<file path="src/rtl/uart_pkg.sv">
// Shared UART types and helpers for the rx/tx state machines.
// Latency: n/a (declarations only).
// Backpressure: n/a.
package uart_pkg;

  localparam int DATA_BITS = 8;

  typedef enum logic [2:0] {
    IDLE,
    START,
    DATA,
    STOP,
    BREAK_WAIT
  } rx_state_t;

  // Width of a counter that must hold 0 .. n-1; never narrower than 1 bit.
  function automatic int cnt_width(input int n);
    return (n <= 2) ? 1 : $clog2(n);
  endfunction

endpackage

</file>
<file path="src/rtl/uart_sync2.sv">
// Two-flop synchronizer for a single asynchronous input.
// Latency: 2 clk cycles from d to q.
// Backpressure: none; samples every cycle.
// Ports: clk, rst (sync active-high, loads INIT), d (async in), q (synchronized out).
module uart_sync2 #(
  parameter logic INIT = 1'b1
) (
  input  logic clk,
  input  logic rst,
  input  logic d,
  output logic q
);

  logic meta;

  always_ff @(posedge clk) begin
    if (rst) begin
      meta <= INIT;
      q    <= INIT;
    end else begin
      meta <= d;
      q    <= meta;
    end
  end

endmodule

</file>
<file path="src/rtl/uart_rx_fsm.sv">
// 8N1 UART receiver: recovers bytes from RX, one-cycle valid / frame_err strobes.
// Latency: ~2 + H + 9*CLKS_PER_BIT + 1 clk from start-bit falling edge to strobe.
// Backpressure: none; consumer must take data_out on the valid cycle (it holds anyway).
// Ports: clk, RST (sync active-high), RX (async line, idles high),
//        data_out[7:0], valid, frame_err, busy.
module uart_rx_fsm
  import uart_pkg::*;
#(
  parameter int CLKS_PER_BIT = 10
) (
  input  logic       clk,
  input  logic       RST,
  input  logic       RX,
  output logic [7:0] data_out,
  output logic       valid,
  output logic       frame_err,
  output logic       busy
);

  localparam int CW = cnt_width(CLKS_PER_BIT);
  localparam int H  = (CLKS_PER_BIT - 1) / 2;
  localparam logic [CW-1:0] HALF_C = CW'(H);
  localparam logic [CW-1:0] LAST_C = CW'(CLKS_PER_BIT - 1);

  generate
    if (CLKS_PER_BIT < 4) begin : g_bad_param
      $error("uart_rx_fsm: CLKS_PER_BIT must be >= 4");
    end
  endgenerate

  logic                 rx_s;
  rx_state_t            state;
  logic [CW-1:0]        cnt;
  logic [2:0]           bit_idx;
  logic [DATA_BITS-1:0] shreg;

  uart_sync2 #(.INIT(1'b1)) u_sync (
    .clk (clk),
    .rst (RST),
    .d   (RX),
    .q   (rx_s)
  );

  // busy is written alongside every state change so it always equals state!=IDLE.
  always_ff @(posedge clk) begin
    if (RST) begin
      state     <= IDLE;
      cnt       <= '0;
      bit_idx   <= '0;
      shreg     <= '0;
      data_out  <= '0;
      valid     <= 1'b0;
      frame_err <= 1'b0;
      busy      <= 1'b0;
    end else begin
      valid     <= 1'b0;
      frame_err <= 1'b0;
      case (state)
        IDLE: begin
          cnt <= '0;
          if (!rx_s) begin
            state <= START;
            busy  <= 1'b1;
          end
        end
        START: begin
          // Recheck the line at mid start bit to reject short glitches.
          if (cnt == HALF_C) begin
            cnt <= '0;
            if (!rx_s) begin
              state   <= DATA;
              bit_idx <= '0;
            end else begin
              state <= IDLE;
              busy  <= 1'b0;
            end
          end else begin
            cnt <= cnt + 1'b1;
          end
        end
        DATA: begin
          // Counter phase is now mid-bit, so a full bit period lands on the next centre.
          if (cnt == LAST_C) begin
            cnt            <= '0;
            shreg[bit_idx] <= rx_s;
            if (bit_idx == 3'd7) begin
              state <= STOP;
            end else begin
              bit_idx <= bit_idx + 3'd1;
            end
          end else begin
            cnt <= cnt + 1'b1;
          end
        end
        STOP: begin
          // Leaving at mid stop bit leaves half a bit to catch a back-to-back start.
          if (cnt == LAST_C) begin
            cnt <= '0;
            if (rx_s) begin
              data_out <= shreg;
              valid    <= 1'b1;
              state    <= IDLE;
              busy     <= 1'b0;
            end else begin
              frame_err <= 1'b1;
              state     <= BREAK_WAIT;
            end
          end else begin
            cnt <= cnt + 1'b1;
          end
        end
        BREAK_WAIT: begin
          // A held-low line must return high before another frame is accepted.
          cnt <= '0;
          if (rx_s) begin
            state <= IDLE;
            busy  <= 1'b0;
          end
        end
        default: begin
          state <= IDLE;
          cnt   <= '0;
          busy  <= 1'b0;
        end
      endcase
    end
  end

endmodule

</file>
<file path="config.mk">
export PLATFORM = sky130hd
export DESIGN_NAME = uart_rx_fsm
export DESIGN_NICKNAME = d
export VERILOG_FILES = /design/src/rtl/uart_pkg.sv /design/src/rtl/uart_sync2.sv /design/src/rtl/uart_rx_fsm.sv
export SDC_FILE = /design/constraint.sdc
export NUM_CORES = 1
export LEC_CHECK = 0
export ABC_AREA = 1
export CORE_MARGIN = 8
export CORE_UTILIZATION = 55
export CTS_BUF_LIST = sky130_fd_sc_hd__clkbuf_8
export DETAILED_ROUTE_END_ITERATION = 16
export HOLD_SLACK_MARGIN = 0.03
export PLACE_DENSITY = 0.79
export SLEW_MARGIN = 15
export SYNTH_ARGS = -nofsm -noshare
export SYNTH_HDL_FRONTEND = slang
export SYNTH_SLANG_ARGS = --single-unit
</file>
<file path="constraint.sdc">
create_clock -name clk -period 1.8 [get_ports clk]
set_input_delay 0.36 -clock clk [delete_from_list [all_inputs] [get_ports clk]]
set_output_delay 0.36 -clock clk [all_outputs]
set_load 0.02 [all_outputs]
</file>
Word-level counts from Yosys, hierarchy flattened
Index checks and enable logic that the tools add are counted.
- register bits after elaboration: 31
- latch bits: 0
- RAM bits: 0
- memory bits (read-only): 0
- word-level logic and storage cells: 69
- memories: 0
- add/subtract/negate cells: 2
- multipliers: 0
- divide/modulo/power cells: 0
- order comparisons: 2
- equality and inequality tests: 15
- shift-type cells: 0
- mux-type cells: 27
- bitwise logic cells: 3
- reduce and logical (&&, ||, !) cells: 10
- operators by type and width (cell ; count):
    $mux 3 ; 11
    $pmux 3 s5 ; 1
    $ne 2x2->1 const B ; 7
    $bwmux 8 ; 1
    $mux 4 ; 2
    $pmux 4 s2 ; 1
    $mux 1 ; 7
    $eq 3x2->1 const B ; 2
    $eq 3x3->1 const B ; 2
    $pmux 3 s2 ; 1
    $reduce_and 6->1 ; 1
    $pmux 1 s5 ; 1
    $reduce_and 5->1 ; 1
    $add 4x1->4 const B ; 1
    $eq 4x3->1 const B ; 1
    $eq 4x4->1 const B ; 1
    $lt 3x4->1 const B ; 1
    $reduce_and 4->1 ; 1
    $add 3x1->3 const B ; 1
    $demux 1 s3 ; 1
    $eq 3x1->1 const B ; 1
    $ge 3x1->1 const B ; 1
    $logic_not 3->1 ; 1
    $not 1->1 ; 3
    8 further kinds ; 8

Depth between registers and ports, before layout
Gate-level depths: netlist of the first run.
- depth after elaboration: 5
- gate-level depth with buffers: 9

Cells and area by module
From an unflattened synthesis of the first run, not the netlist that was laid out.
- cells, all modules: 202
- area total of the unflattened synthesis: 1470.2 µm²
- modules (own cells, without submodules) (module ; instances ; cells an instance ; area each (µm²) ; seq. area each (µm²)):
    uart_rx_fsm ; 1 ; 195 ; 1411.4 ; 580.6
    uart_sync2 ; 1 ; 7 ; 58.8 ; 40.0

Least setup slack after synthesis of the first run
No wires, ideal clock.
- kind: reg2reg
- start point: reg cnt[0]
- end point: reg cnt[0]
- data arrival time: 1267 ps
- data required time: 1682 ps
- slack: 415 ps
- stages on the path, launching flop included: 9
- period minus slack after synthesis: 1385 ps
- path through: dfxtp_1 > ha_1 > nand2_1 > nor2_4 > nor2_1 > nor2_4 > nand2_1 > nand2_2 > nor2_1
- word-level cells in the longest chain between the ends: 3
- ends and longest elaborated chain (item ; line ; text):
    start, declared ; uart_rx_fsm.sv:33 ; logic [CW-1:0] cnt;
    start signal, assigned ; uart_rx_fsm.sv:78 ; cnt <= cnt + 1'b1;
    start signal, assigned ; uart_rx_fsm.sv:92 ; cnt <= cnt + 1'b1;
    start signal, assigned ; uart_rx_fsm.sv:109 ; cnt <= cnt + 1'b1;
    $add 4x1->4 (tied with other cells) ; uart_rx_fsm.sv:78, uart_rx_fsm.sv:92, uart_rx_fsm.sv:109 ;
    $mux 4 (on tied branches) ; uart_rx_fsm.sv:83, uart_rx_fsm.sv:97, uart_rx_fsm.sv:68 ;
    $pmux 4 s2 (*) ; uart_rx_fsm.sv:58 ; case (state)
Every way passes the cells marked *; elsewhere a longest branch is shown, timed or not.
A chain may end at the register's enable or synchronous reset.

Final worst setup path of the first run
Ends and elaborated chain as after synthesis.

==> run_results.csv, run 1 <==
group,metric,value,unit
status,outcome,"finished, final reports clean",
power_and_ir_drop,max-vdd-ir-drop,1110,uV
synthesis,synth_area_leaders,"dfxtp_1 (42%), nor2_1 (12%), nand2_1 (9.3%), nand3_1 (6.0%), inv_1 (4.5%)",
drt,drt_first_pass_iters,4,
drt,drt-total-wl,2940,um
synthesis,async_flop_share,0,%
synthesis,synth-adder-area-share,4.20,%
synthesis,synth-compound-area-share,9.40,%
setup_path,critPathRequiredTime,1.97,ns
hold_path,hp-class,"flop to flop",
grt,grt_overflow,0,
drt,vias,1307,
synthesis,synth-seq-cells,31,
cells_and_area,drive_gt1_share,12.0,%
sta,fin_crit_sh,88.8,%
sta,hold_viol,0,
synthesis,synth.avg_cell_area,7.23,um^2
synthesis,synth_xor_area_share,1.18,%
sta,setup_viol,0,
synthesis,yosysSeqAreaShare,41.6,%
cts,cts_setup_buffers,0,
sta,relSlewSlack,61.9,%
setup_path,startpoint_type,"flop",
grt,grt_pass1_vias,1155,
hold_path,worstHoldStart,"u_sync.meta",
synthesis,synth_top_area_share,41.6,%
power_and_ir_drop,comb_power_share,31.8,%
die,die_w,68.1,um
placed_design,placed_cells,248,
synthesis,ys_warn_count,0,
placed_design,port_buffers,13,
drt,viasPerCell,5.11,
power_and_ir_drop,power.switching,826,uW
setup_path,crit_fanout,8,
setup_path,r2r_setup_slack,0.20,ns
synthesis,synth.distinct_cells,26,
synthesis,synth_nets,214,
sta,rsz0062_at_grt,"false",
grt,grt_pass1_wl,5000,um
cts,htreeDepth,2,
synthesis,yosys.area_share.simple,36.7,%
cells_and_area,fin_nets,232,
cts,cts_made_buffers,5,
sta,fin_skew,0.00156,ns
grt,grt_max_degree,19,
die,die_h,68.1,um
cts,clk_latency,0.28,ns
power_and_ir_drop,total_power,2.28,mW
power_and_ir_drop,p_leak,0.720,nW
grt,grt_use_total,14.3,%
cts,ctsRootBufferMaster,"clkbuf_8",
synthesis,synth_top_family_by_area,"simple AND/OR/NAND/NOR gates",
setup_path,r2r-start,"cnt[0]",
setup_path,worstSetupEndpointType,"flop",
grt,antenna_found_initial,0,
cts,hold_buffers,0,
cts,cts_tree,"yes",
hold_path,min_to,"u_sync.q",
drt,detail_route.wl_per_cell,11.5,um
power_and_ir_drop,p_clk_share,30.7,%
setup_path,arrival,1.77,ns
die,io_pins,14,
cells_and_area,layout-area-overhead-vs-synth,18.5,%
synthesis,synthFlopType,"dfxtp_1",
run,maxCapViolations,0,
die,initial_core_util,56.0,%
drt,drc,0,
sta,drv_slew,0,
power_and_ir_drop,p_int,1.45,mW
setup_path,crit_path_start,"cnt[0]",
synthesis,syn_inst,206,
setup_path,reg2reg_depth,8,
cts,cts_resized,0,
sta,max_freq,625,MHz
synthesis,synth_area,1490,um^2
sta,tns,0,ns
synthesis,synth-edff-count,0,
drt,drt_iter0_drc,48,
power_and_ir_drop,p_sw_share,36.3,%
cts,cts_buffer_depth,2,
die,row_count,19,
cells_and_area,diodes,0,
setup_path,path_class,"flop to flop",
placed_design,hpwl,2120,um
sta,holdWs,0.437,ns
power_and_ir_drop,power_frac_seq,37.5,%
drt,ant_nets,0,
cells_and_area,final_util,66.3,%
synthesis,synth_top_area_cell,"dfxtp_1",
sta,min_period,1.60,ns
setup_path,crit-reg2reg-capture,"cnt[0]",
cts,path_clk_slew,0.06,ns
sta,worst_pin_slew,0.571,ns
synthesis,synthMuxAreaShare,0,%
cells_and_area,instances_no_fill,256,
hold_path,whs_path_depth,1,
cts,cts.sinks,31,
power_and_ir_drop,cellPowerDensity,1290,nW/um^2
die,core,2660,um^2
placed_design,gp_congestion,0.930,
die,die_area,4630,um^2
stage by stage:
stage | instance area (um^2) | setup WS [ns]
floorplan | 1490 | 0.415
global placement | 1650 | 0.194
detailed placement | 1650 | 0.194
CTS | 1770 | 0.190
global route | 1770 | 0.0753
finish | 1770 | 0.201
cells by family after synthesis:
group,after synthesis
DFF,31
xor gates and xnor gates,2
AOI/OAI and AO/OA,24
and+or+nand+nor,120
buffers and inverters,24
adders and majority gates,5
power groups by stage:
stage / Clock (mW) / Combinational, mW / Sequential (mW)
final: 0.701 / 0.724 / 0.854
after global routing: 0.747 / 0.817 / 0.866
after CTS: 0.713 / 0.723 / 0.852
after detailed placement: 0 / 0.717 / 0.867
after global placement: 0 / 0.719 / 0.868
after floorplan: 0 / 0.571 / 0.858
layer usage:
layer,wire length [um],GRT usage [%]
met1,1370,16.8
met2,1350,22.3
met3,165,5.07
met4,48,7.42
met5,0,0
synth_stat cells, types with 2 or more instances:
| cell type | count |
|---|---|
| nor2_1 | 47 |
| nand2_1 | 37 |
| dfxtp_1 | 31 |
| inv_1 | 18 |
| nand3_1 | 18 |
| a21oi_1 | 10 |
| o21ai_0 | 8 |
| ha_1 | 5 |
| nor3_1 | 5 |
| nor2_4 | 4 |
| a21oi_2 | 2 |
| clkbuf_1 | 2 |
| nand2_2 | 2 |
| nand4_1 | 2 |
| o21a_1 | 2 |
| o21ai_2 | 2 |
| or2_2 | 2 |
worst max path at each step:
stage / end / slack [ns]
after global placement: cnt[0] / 0.19
after detailed placement: data_out[3] / 0.19
after CTS: data_out[7] / 0.19
after floorplan: cnt[0] / 0.42
after global routing: cnt[3] / 0.08
final: cnt[0] / 0.20
worst max-delay path, stage by stage (launching register included):
cell	delay, ns
dfxtp_1	0.40
ha_1	0.21
nand2_1	0.09
nor2_4	0.21
nor2_1	0.11
nor2_4	0.22
nand2_1	0.09
nand2_2	0.10
nor2_1	0.05
sequential cells by signal (all words and copies together) (netlist names), 3 cells and up:
name      count
data_out      8
state         3
cnt           4
bit_idx       3
shreg         8
placed cells by master, fill, tap and decap left out, types with 2 or more instances in the layout:
master / n
buf_4: 2
ha_1: 5
or2_2: 2
nor2_1: 47
o21ai_0: 8
clkdlybuf4s50_1: 13
a21oi_1: 10
clkbuf_8: 6
nand4_1: 2
clkinv_2: 2
dfxtp_1: 31
nor2_4: 4
a21oi_2: 2
nand2_1: 37
o21ai_2: 2
nand2_2: 2
nor3_1: 5
inv_1: 18
nand3_1: 18
o21a_1: 2
layout make-up:
class,instances,area (um^2)
clock buffers,6,82.6
well taps,31,38.8
fillers,251,897
repair buffers,15,145
flip-flops and latches,31,621
multi-input cells,151,767
inverters,20,76.3
clock inverters,2,35.0
No activity file was read; power rests on OpenSTA's default activity.
==> run 2, diff against run 1 <==
CAP_MARGIN = 20   (was not set)
CORE_MARGIN = 5   (was 8)
HOLD_SLACK_MARGIN = not set   (was 0.03)
==> run_results.csv, run 2 (same netlist as run 1, synthesis figures left out) <==
group,metric,value,unit
placed_design,gp_congestion,0.848,
placed_design,place_area,1640,um^2
grt,grt_util_met1,21.7,%
sta,setup_viol,0,
sta,rsz0062_at_grt,"false",
power_and_ir_drop,p_int,1.30,mW
drt,vias,1337,
drt,drt_first_pass_iters,4,
grt,use_met3,5.99,%
sta,hold_viol,0,
cells_and_area,fin_nets,231,
die,io_pins,14,
sta,relSlewSlack,66.1,%
setup_path,path_cells,"clkdlybuf4s50_1",
sta,fin_crit_sh,88.8,%
cts,path_clk_slew,0.06,ns
sta,fin_skew,0.00733,ns
cells_and_area,stdcell_area,1730,um^2
cts,cts_setup_buffers,0,
cts,cts_tree,"yes",
cts,ctsRootBufferMaster,"clkbuf_8",
drt,viasPerCell,5.28,
die,die_h,62.1,um
sta,holdWs,0.409,ns
cts,cts.sinks,31,
setup_path,crit_fanout,2,
cts,cts_resized,0,
cells_and_area,final_common_cell,"nor2_1",
cells_and_area,layout_common_cells,"nor2_1 (47), nand2_1 (37), dfxtp_1 (31), inv_1 (18), nand3_1 (18)",
setup_path,cpMaxStageDelayCell,"clkdlybuf4s50_1",
power_and_ir_drop,p_sw_share,38.8,%
power_and_ir_drop,power.switching,828,uW
setup_path,critPathRequiredTime,1.44,ns
cts,htreeDepth,2,
setup_path,arrival,1.24,ns
run,maxCapViolations,0,
drt,drt_iter0_drc,84,
cts,hold_buffers,0,
die,die_w,62.1,um
setup_path,path_class,"flop to output pin",
drt,detail_route.wl_per_cell,11.9,um
setup_path,max_stage_delay,0.61,ns
placed_design,hpwl,2260,um
cts,cts_made_buffers,5,
power_and_ir_drop,p_clk_share,25.6,%
cells_and_area,diodes,0,
cts,cts_buffer_depth,2,
die,die_area,3850,um^2
drt,ant_nets,0,
power_and_ir_drop,max-vdd-ir-drop,1010,uV
hold_path,hp-class,"flop to flop",
cells_and_area,drive_gt1_share,11.2,%
die,core,2540,um^2
grt,grt_overflow,0,
setup_path,path_buf_inv,1,
grt,grt_max_degree,19,
power_and_ir_drop,cellPowerDensity,1230,nW/um^2
drt,drt-total-wl,3010,um
grt,grtUsageMet2,28.3,%
cells_and_area,final_util,67.8,%
grt,grt_pass1_vias,1191,
die,initial_core_util,58.6,%
sta,tns,0,ns
sta,max_freq,626,MHz
power_and_ir_drop,comb_power_share,34.4,%
sta,worst_pin_slew,0.509,ns
die,row_count,18,
cells_and_area,layout-area-overhead-vs-synth,15.9,%
power_and_ir_drop,power_frac_seq,40.0,%
placed_design,port_buffers,13,
setup_path,startpoint_type,"flop",
grt,antenna_found_initial,0,
grt,busiest_layer,"met2",
cells_and_area,biggestRegsByFlops,"data_out: 8 flops, shreg: 8 flops, cnt: 4 flops",
setup_path,worstSetupEndpointType,"output pin",
drt,drc,0,
cts,clk_latency,0.28,ns
status,outcome,"finished, final reports clean",
setup_path,path_delay_family,"buffers and inverters",
grt,grt_use_total,17.9,%
sta,drv_slew,0,
power_and_ir_drop,p_leak,0.701,nW
sta,min_period,1.60,ns
grt,grt_pass1_wl,4990,um
cells_and_area,n_fill_cell,233,
run 2: path summary, 6_finish.rpt:
path | start | endpoint | slack [ns] | cells after the start
max | data_out[7] | data_out[7] | 0.20 | 1
min | u_sync.meta | u_sync.q | 0.41 | 1
max reg2reg | cnt[0] | state[1] | 0.22 | 8
min reg2reg | u_sync.meta | u_sync.q | 0.41 | 1
run 2: stage by stage:
| step | std cells | setup WS, ns | total power, mW |
|---|---|---|---|
| finish | 253 | 0.202 | 2.13 |
| global route | 253 | 0.0616 | 2.28 |
| CTS | 253 | 0.196 | 2.13 |
| detailed placement | 246 | 0.206 | 1.59 |
| global placement | 246 | 0.271 | 1.57 |
| floorplan | 206 | 0.415 | 1.43 |
run 2: layout make-up:
cell class,instances,area (um^2),area share (%)
repair buffers,14,138,7.97
clock buffers,6,82.6,4.78
flip-flops and latches,31,621,35.9
well taps,30,37.5,2.17
clock inverters,1,5.00,0.290
inverters,20,76.3,4.42
multi-input cells,151,767,44.4
run 2: power by group through the flow:
stage | registers (mW) | logic, mW | clock network, mW
finish | 0.852 | 0.734 | 0.546
global route | 0.863 | 0.839 | 0.582
CTS | 0.850 | 0.729 | 0.550
detailed placement | 0.866 | 0.723 | 0
global placement | 0.862 | 0.707 | 0
floorplan | 0.858 | 0.571 | 0
run 2: routing by layer:
layer	part of all wire [%]	routed length, um
met5	0	0
met4	1.5	46
met3	7.6	229
met2	44	1330
met1	47	1400
